[config.mk]
export PLATFORM = sky130hd
export DESIGN_NAME = seq_divider
export DESIGN_NICKNAME = d
export VERILOG_FILES = /design/src/rtl/seq_divider.sv
export SDC_FILE = /design/constraint.sdc
export NUM_CORES = 1
export LEC_CHECK = 0
export ABC_AREA = 0
export CORE_AREA = 3 3 79 156
export CTS_BUF_LIST = sky130_fd_sc_hd__clkbuf_4 sky130_fd_sc_hd__clkbuf_8 sky130_fd_sc_hd__clkbuf_16
export CTS_CLUSTER_DIAMETER = 80
export DETAILED_ROUTE_END_ITERATION = 10
export DIE_AREA = 0 0 82 159
export HOLD_SLACK_MARGIN = 0.03
export PLACE_DENSITY = 0.71
export SETUP_SLACK_MARGIN = 0.02
export SLEW_MARGIN = 20
export SYNTH_ARGS = -nofsm -noshare
export SYNTH_HDL_FRONTEND = slang
export SYNTH_SLANG_ARGS = --single-unit
[constraint.sdc]
create_clock -name clk -period 5.8 [get_ports clk]
set_clock_uncertainty 0.1 [all_clocks]
set_input_delay 1.45 -clock clk [delete_from_list [all_inputs] [get_ports clk]]
set_output_delay 1.45 -clock clk [all_outputs]
set_load 0.01 [all_outputs]
[src/rtl/seq_divider.sv]
`default_nettype none
// +----------------------------------------------------------------------------+
// | Module      : seq_divider                                                  |
// | Description : Multi-cycle restoring divider. One shift-and-subtract step   |
// |               per clock on a WIDTH+1-bit accumulator; the borrow of the    |
// |               trial subtraction decides whether the accumulator restores.  |
// |               Optional build macro DIV_SIGNED_EN selects two's-complement  |
// |               truncating division (magnitudes in, sign fix-up on output).  |
// | Revision    : 1.0 - initial release                                        |
// +----------------------------------------------------------------------------+
module seq_divider #(
  parameter int WIDTH = 16
) (
  input  logic             clk,
  input  logic             rst,
  input  logic             start,
  input  logic [WIDTH-1:0] dividend,
  input  logic [WIDTH-1:0] divisor,
  output logic             busy,
  output logic             done,
  output logic [WIDTH-1:0] quotient,
  output logic [WIDTH-1:0] remainder,
  output logic             div_by_zero,
  output logic             ovfl
);

  // Counter must be able to hold the value WIDTH.
  localparam int CW = $clog2(WIDTH + 1);

  typedef enum logic [1:0] {
    S_IDLE = 2'd0,
    S_RUN  = 2'd1,
    S_DONE = 2'd2
  } state_t;

  state_t           state;
  logic [WIDTH:0]   acc;        // partial remainder (A)
  logic [WIDTH-1:0] q_reg;      // dividend being shifted out / quotient shifted in (Q)
  logic [WIDTH-1:0] d_reg;      // divisor magnitude (D)
  logic [CW-1:0]    count;      // completed iterations
  logic             dbz_pend;   // operation in flight is a divide by zero
  logic             ovfl_pend;  // operation in flight overflows (signed MIN / -1)
  logic             neg_q;      // quotient must be negated on completion
  logic             neg_r;      // remainder must be negated on completion

  logic             accept;
  logic [WIDTH:0]   acc_sh;
  logic [WIDTH:0]   trial;
  logic             dvd_neg;
  logic             dvs_neg;
  logic [WIDTH-1:0] dvd_mag;
  logic [WIDTH-1:0] dvs_mag;
  logic             ovfl_case;
  logic [WIDTH-1:0] q_fix;
  logic [WIDTH-1:0] r_fix;

  // Two's-complement negate: invert and add one.
  function automatic logic [WIDTH-1:0] negate(input logic [WIDTH-1:0] x);
    return (~x) + WIDTH'(1);
  endfunction

  // A start is taken only when idle and not in the done-pulse cycle, so a
  // new operation always begins in the cycle after done at the earliest.
  assign accept = (state == S_IDLE) && start && !done;

  // One restoring step: shift {A,Q} left, then trial-subtract D from A.
  always_comb begin
    acc_sh = (acc << 1) | {{WIDTH{1'b0}}, q_reg[WIDTH-1]};
    trial  = acc_sh - {1'b0, d_reg};
  end

`ifdef DIV_SIGNED_EN
  // Signed build: feed magnitudes to the unsigned core and remember signs.
  always_comb begin
    dvd_neg   = dividend[WIDTH-1];
    dvs_neg   = divisor[WIDTH-1];
    dvd_mag   = dvd_neg ? negate(dividend) : dividend;
    dvs_mag   = dvs_neg ? negate(divisor) : divisor;
    // Most-negative / -1 has no representable quotient; the core naturally
    // yields MIN with remainder 0, which is what gets reported.
    ovfl_case = (dividend == {1'b1, {(WIDTH-1){1'b0}}}) && (divisor == {WIDTH{1'b1}});
  end
`else
  // Unsigned build: operands pass straight through and overflow cannot occur.
  always_comb begin
    dvd_neg   = 1'b0;
    dvs_neg   = 1'b0;
    dvd_mag   = dividend;
    dvs_mag   = divisor;
    ovfl_case = 1'b0;
  end
`endif

  // Sign fix-up of the core result (truncating division: remainder follows dividend).
  always_comb begin
    q_fix = neg_q ? negate(q_reg) : q_reg;
    r_fix = neg_r ? negate(acc[WIDTH-1:0]) : acc[WIDTH-1:0];
  end

  // Control FSM, iteration datapath and registered result outputs.
  always_ff @(posedge clk) begin
    if (rst) begin
      state       <= S_IDLE;
      acc         <= '0;
      q_reg       <= '0;
      d_reg       <= '0;
      count       <= '0;
      dbz_pend    <= 1'b0;
      ovfl_pend   <= 1'b0;
      neg_q       <= 1'b0;
      neg_r       <= 1'b0;
      busy        <= 1'b0;
      done        <= 1'b0;
      quotient    <= '0;
      remainder   <= '0;
      div_by_zero <= 1'b0;
      ovfl        <= 1'b0;
    end else begin
      done <= 1'b0;
      case (state)
        S_IDLE: begin
          if (accept) begin
            busy        <= 1'b1;
            acc         <= '0;
            count       <= '0;
            div_by_zero <= 1'b0;
            ovfl        <= 1'b0;
            d_reg       <= dvs_mag;
            neg_q       <= dvd_neg ^ dvs_neg;
            neg_r       <= dvd_neg;
            ovfl_pend   <= ovfl_case;
            if (divisor == '0) begin
              // Keep the raw dividend so it can be returned as the remainder.
              dbz_pend <= 1'b1;
              q_reg    <= dividend;
              state    <= S_DONE;
            end else begin
              dbz_pend <= 1'b0;
              q_reg    <= dvd_mag;
              state    <= S_RUN;
            end
          end
        end

        S_RUN: begin
          // No borrow: keep the difference and shift in a 1; else restore.
          if (!trial[WIDTH]) begin
            acc <= trial;
          end else begin
            acc <= acc_sh;
          end
          q_reg <= {q_reg[WIDTH-2:0], ~trial[WIDTH]};
          count <= count + CW'(1);
          if (count == CW'(WIDTH - 1)) begin
            state <= S_DONE;
          end
        end

        S_DONE: begin
          state <= S_IDLE;
          busy  <= 1'b0;
          done  <= 1'b1;
          if (dbz_pend) begin
            quotient    <= '1;
            remainder   <= q_reg;
            div_by_zero <= 1'b1;
          end else begin
            quotient    <= q_fix;
            remainder   <= r_fix;
            ovfl        <= ovfl_pend;
          end
        end

        default: begin
          state <= S_IDLE;
        end
      endcase
    end
  end

endmodule
`default_nettype wire
## After elaboration in Yosys (flattened, before gate mapping)

Cells that the tools add are included.

- Register bits after elaboration: 92
- Bits of input ports: 35
- Output and inout port bits: 36
- Word-level logic and storage cells: 58

- Add/subtract/negate cells: 2
- Equality and inequality tests: 7
- Mux-type cells: 22
- Bitwise gates (word level): 2
- Reduce and logical (&&, ||, !) cells: 13

Operators with widths:

| kind | count |
|---|---|
| 2-to-1 mux 16 bit | 5 |
| one-hot mux 16 bit (2 select lines) | 2 |
| bitwise OR 17 x 1 -> 17 bit | 1 |
| subtractor 17 x 16 -> 17 bit | 1 |
| zero test 16 bit | 1 |
| one-hot mux 5 bit (2 select lines) | 1 |
| inequality test 2 bit, second input constant | 4 |
| AND reduction 2 bit | 4 |
| 2-to-1 mux 1 bit | 6 |
| 2-to-1 mux 2 bit | 3 |
| one-hot mux 1 bit (2 select lines) | 3 |
| AND reduction 3 bit | 2 |
| adder 5 x 1 -> 5 bit, second input constant | 1 |
| == test 5 x 4 -> 1 bit, second input constant | 1 |
| 2-to-1 mux 5 bit | 1 |
| one-hot mux 2 bit (2 select lines) | 1 |
| nonzero test 2 bit | 2 |
| == test 2 x 1 -> 1 bit, second input constant | 1 |
| == test 2 bit, second input constant | 1 |
| logical AND 1 bit | 2 |
| zero test 2 bit | 1 |
| zero test 1 bit | 1 |
| NOT 1 bit | 1 |

## Longest topological paths before layout

- Depth in word-level cells: 5
- Mapped depth: 12
- Depth with buffers taken out: 11

## Worst setup path after synthesis

Ideal clock, no wire load.

- Kind: input to register
- From: in start
- To: reg acc[10]
- Library setup time: 0.069 ns
- Arrival time: 2.652 ns
- Data required time: 5.631 ns
- Slack: 2.979 ns
- Stages on the path: 7
- Buffers on the path: 2
- Cell sequence: nor2b_1 > o21bai_1 > nor2b_1 > clkbuf_1 > clkbuf_1 > nand2_1 > o21ai_1

- Word-level cells in the longest chain between the ends: 4

RTL lines:

| what | RTL line | RTL |
|---|---|---|
| from (decl) | 16 | `input logic start,` |
| logical AND 1 bit (2 in series) | 64 | `assign accept = (state == S_IDLE) && start && !done;` |
| inequality test 2 bit (no line) | - |  |
| AND reduction 2 bit (no line) | - |  |
| to (signal assigned) | 148 | `acc <= trial;` |
| to (signal assigned) | 150 | `acc <= acc_sh;` |
| to (decl) | 37 | `logic [WIDTH:0] acc;` |

No other way between the ends.
A chain may end at the register's enable or synchronous reset.

## Final worst setup path

- From: in start
- To: reg acc[15]

Same word-level chain as after synthesis.

==> metrics <==
Hold Violations, Final=0; fraction of final layout cells with drive strength greater than 1=0.0467; final critical-path share of the clock period=0.580; weighted congestion at the end of routability-driven global placement=1.00; static leakage power=1.99 nW; number of warnings printed during yosys synthesis=0; buffer cell driving the clock tree root=clkbuf_16; worst hold path depth=2; classification of the worst-slack hold path=flop to flop; total clock buffers created by CTS=9; floorplan die height=159 µm; worst hold start=d_reg[5]$_SDFFE_PP0P_; sum of buffers and inverters on the critical path=1; clock tree buffer depth=2; number of placed cells counting well taps=726; Stages on worst setup path=6; n_diodes=0; Clk pin slew, worst setup/hold paths=60 ps; DR pass1 iterations=4; hold buffers post-CTS=0; Die X=82 µm; synthesized area divided by synthesized cell count=8.16 µm²; clock insertion delay at the later pin of the skew report=350 ps; cells along the critical path=clkdlybuf4s50_1 -> nor2b_1 -> o21bai_1 -> nor2b_1 -> a2bb2oi_1 -> o21ai_1; Port Buf Inserts=69; number of I/O pins=71; Max Transition Viols Final=0; slew at the pin with the worst max-slew slack=1070 ps; effective utilization at floorplan=0.396; vias per std cell=5.42; number of antenna violations at the first check in global routing=0; Routed WL=11100 µm; area of the die=0.0130 mm²; minimum hold slack=354 ps; R2R Path Start=q_reg[15]$_SDFFE_PP0P_; ANT nets after route=0; highest attainable clock frequency=0.297 GHz; standard cell core area=0.0113 mm²; design area=0.00551 mm²; post-layout minimum cycle time=3370 ps; worst-path maximum fanout=16; Async SR Flop Fraction=0; H-tree levels=3; worst-case reg-to-reg path depth=11; cell repeated most along the worst path=nor2b_1; worst path required time=5980 ps; Top delay family on crit path=simple AND/OR/NAND/NOR gates; count of flip-flops with a built-in enable after synthesis=0; Sum Neg Setup Slack=0 ps; number of buffers added for setup after CTS=0; arrival time of data at the critical path endpoint=3550 ps; number of nets in the synthesized netlist=602; netlist area before placement=0.00447 mm²; count of state elements after synthesis=91; total number of nets in the final design=649; count of unresolved DRC violations after routing=0; vias after detailed routing=4019; area added between synthesis and finish=23.3%; register area share after synthesis=0.408; Comb power frac=0.473; post-synthesis instance total=548; most common flop cell mapped by yosys=dfxtp_1; iteration-0 DRC count of the detailed router=250; global-route congestion overflow total=0; vias in the first global route=3975; final HPWL from detailed placement=8180 µm; Final Non-Filler Cells=742; count of max-cap constraint violations=0; post-synth cell types=48; placed cell areas=0.00522 mm²; sequential cell area=0.00182 mm²; CTS tree=yes; Worst path slowest cell=nor2b_1; endpoint of the worst-slack reg-to-reg timing path=acc[0]$_SDFFE_PP0P_; Worst setup EP type=flop; global-route wire length before repair=18400 µm; # fillers=1114; Crit path largest cell delay=900 ps; Internal Power=1.56 mW; area of the multi-input gates=0.00244 mm²; number of clock sinks=91; capture endpoint of the worst hold path=d_reg[5]$_SDFFE_PP0P_; Max IR drop VDD=0.413 mV; routed wirelength normalized by instance count=14.9 µm; maximum number of pins on one net before global-route repair=78; reg-to-reg setup timing slack=2500 ps; worst setup path class=input port to flop; RSZ-0062 raised after global routing=no; post-CTS resize count=0; switching fraction of total power=0.385; part of the total power dissipated in sequential elements=0.300; status=complete, no violations; number of core rows=55; PwrDens=459 mW/mm²; total setup violations reported at the end of the flow=0; category of the worst setup path launch point=input port; GRT Total Usage=0.178; leading cell types in the layout, fill and taps excluded=dfxtp_1 (91), nand2_1 (86), nor2_1 (69); commonest non-fill, non-tap cell in the layout=dfxtp_1; portion of total power attributed to the clock network=0.226; P_sw=972 µW; Final Core Density=0.488; tightest slew margin relative to the limit=0.286
[cell usage after synthesis (all sizes together) (15+ instances only)]
library cell | instances | area [µm²]
o21ai | 23 | 115
nor2 | 70 | 263
clkbuf | 30 | 113
dfxtp | 91 | 1820
nand2 | 86 | 323
mux2i | 31 | 310
a211oi | 17 | 128
inv | 19 | 71.3
ha | 18 | 225
a21oi | 36 | 180
a311oi | 15 | 131
nor3 | 34 | 170
[kinds of logic (layout without fill, tap and decap cells)]
kind of cell | Yosys count | after routing | share of synthesized area
and+or+nand+nor | 220 | 220 | 0.213
AOI/OAI and AO/OA | 117 | 117 | 0.173
DFF | 91 | 91 | 0.408
buffers and inverters | 55 | 107 | 0.0496
muxes | 31 | 31 | 0.0694
adders and majority gates | 19 | 19 | 0.0549
xor gates and xnor gates | 14 | 14 | 0.0316
other | 1 | 1 | 0.000839
[worst max path at each step]
stage,start,endpoint,slack (ps)
after floorplan,start,acc[10]$_SDFFE_PP0P_,2980
after global placement,start,acc[0]$_SDFFE_PP0P_,2130
after detailed placement,start,acc[15]$_SDFFE_PP0P_,2090
after CTS,start,acc[15]$_SDFFE_PP0P_,2440
after global routing,start,acc[6]$_SDFFE_PP0P_,2200
final,start,acc[15]$_SDFFE_PP0P_,2430
[stage by stage]
step	total power, mW	setup slack (ps)
global placement	1.91	2130
CTS	2.53	2440
floorplan	1.77	2980
detailed placement	1.96	2090
finish	2.53	2430
global route	2.67	2200
[layer usage]
layer / part of all wire / vias to the layer above / GRT usage
met5: 0 / - / 0
met4: 0.024 / 0 / 0.0719
met3: 0.037 / 19 / 0.0311
met2: 0.55 / 107 / 0.328
met1: 0.39 / 1890 / 0.190
li1: - / 2003 / -
[worst reg2reg max path, delay by kind of cell, from the launching register on]
family / cells / cell delay [ps]
buf+inv: 2 / 160
xor+xnor: 1 / 620
mux: 1 / 180
simple gates: 1 / 230
flops: 1 / 360
compound gates: 4 / 960
fa+ha+maj: 2 / 580
[power groups by stage]
| stage | clock (mW) | combinational (mW) | sequential [mW] |
|---|---|---|---|
| detailed placement | 0 | 1.18 | 0.773 |
| finish | 0.572 | 1.20 | 0.760 |
| global route | 0.601 | 1.30 | 0.768 |
| CTS | 0.578 | 1.19 | 0.758 |
| global placement | 0 | 1.15 | 0.769 |
| floorplan | 0 | 1.02 | 0.747 |
[layout make-up]
cell class,count,share of cell area
well taps,142,0.0322
repair buffers,72,0.128
clock buffers,13,0.0497
clock inverters,3,0.00386
inverters,19,0.0129
flip-flops and latches,91,0.330
multi-input cells,402,0.442
Note: power is estimated with default switching activity, not from simulation.
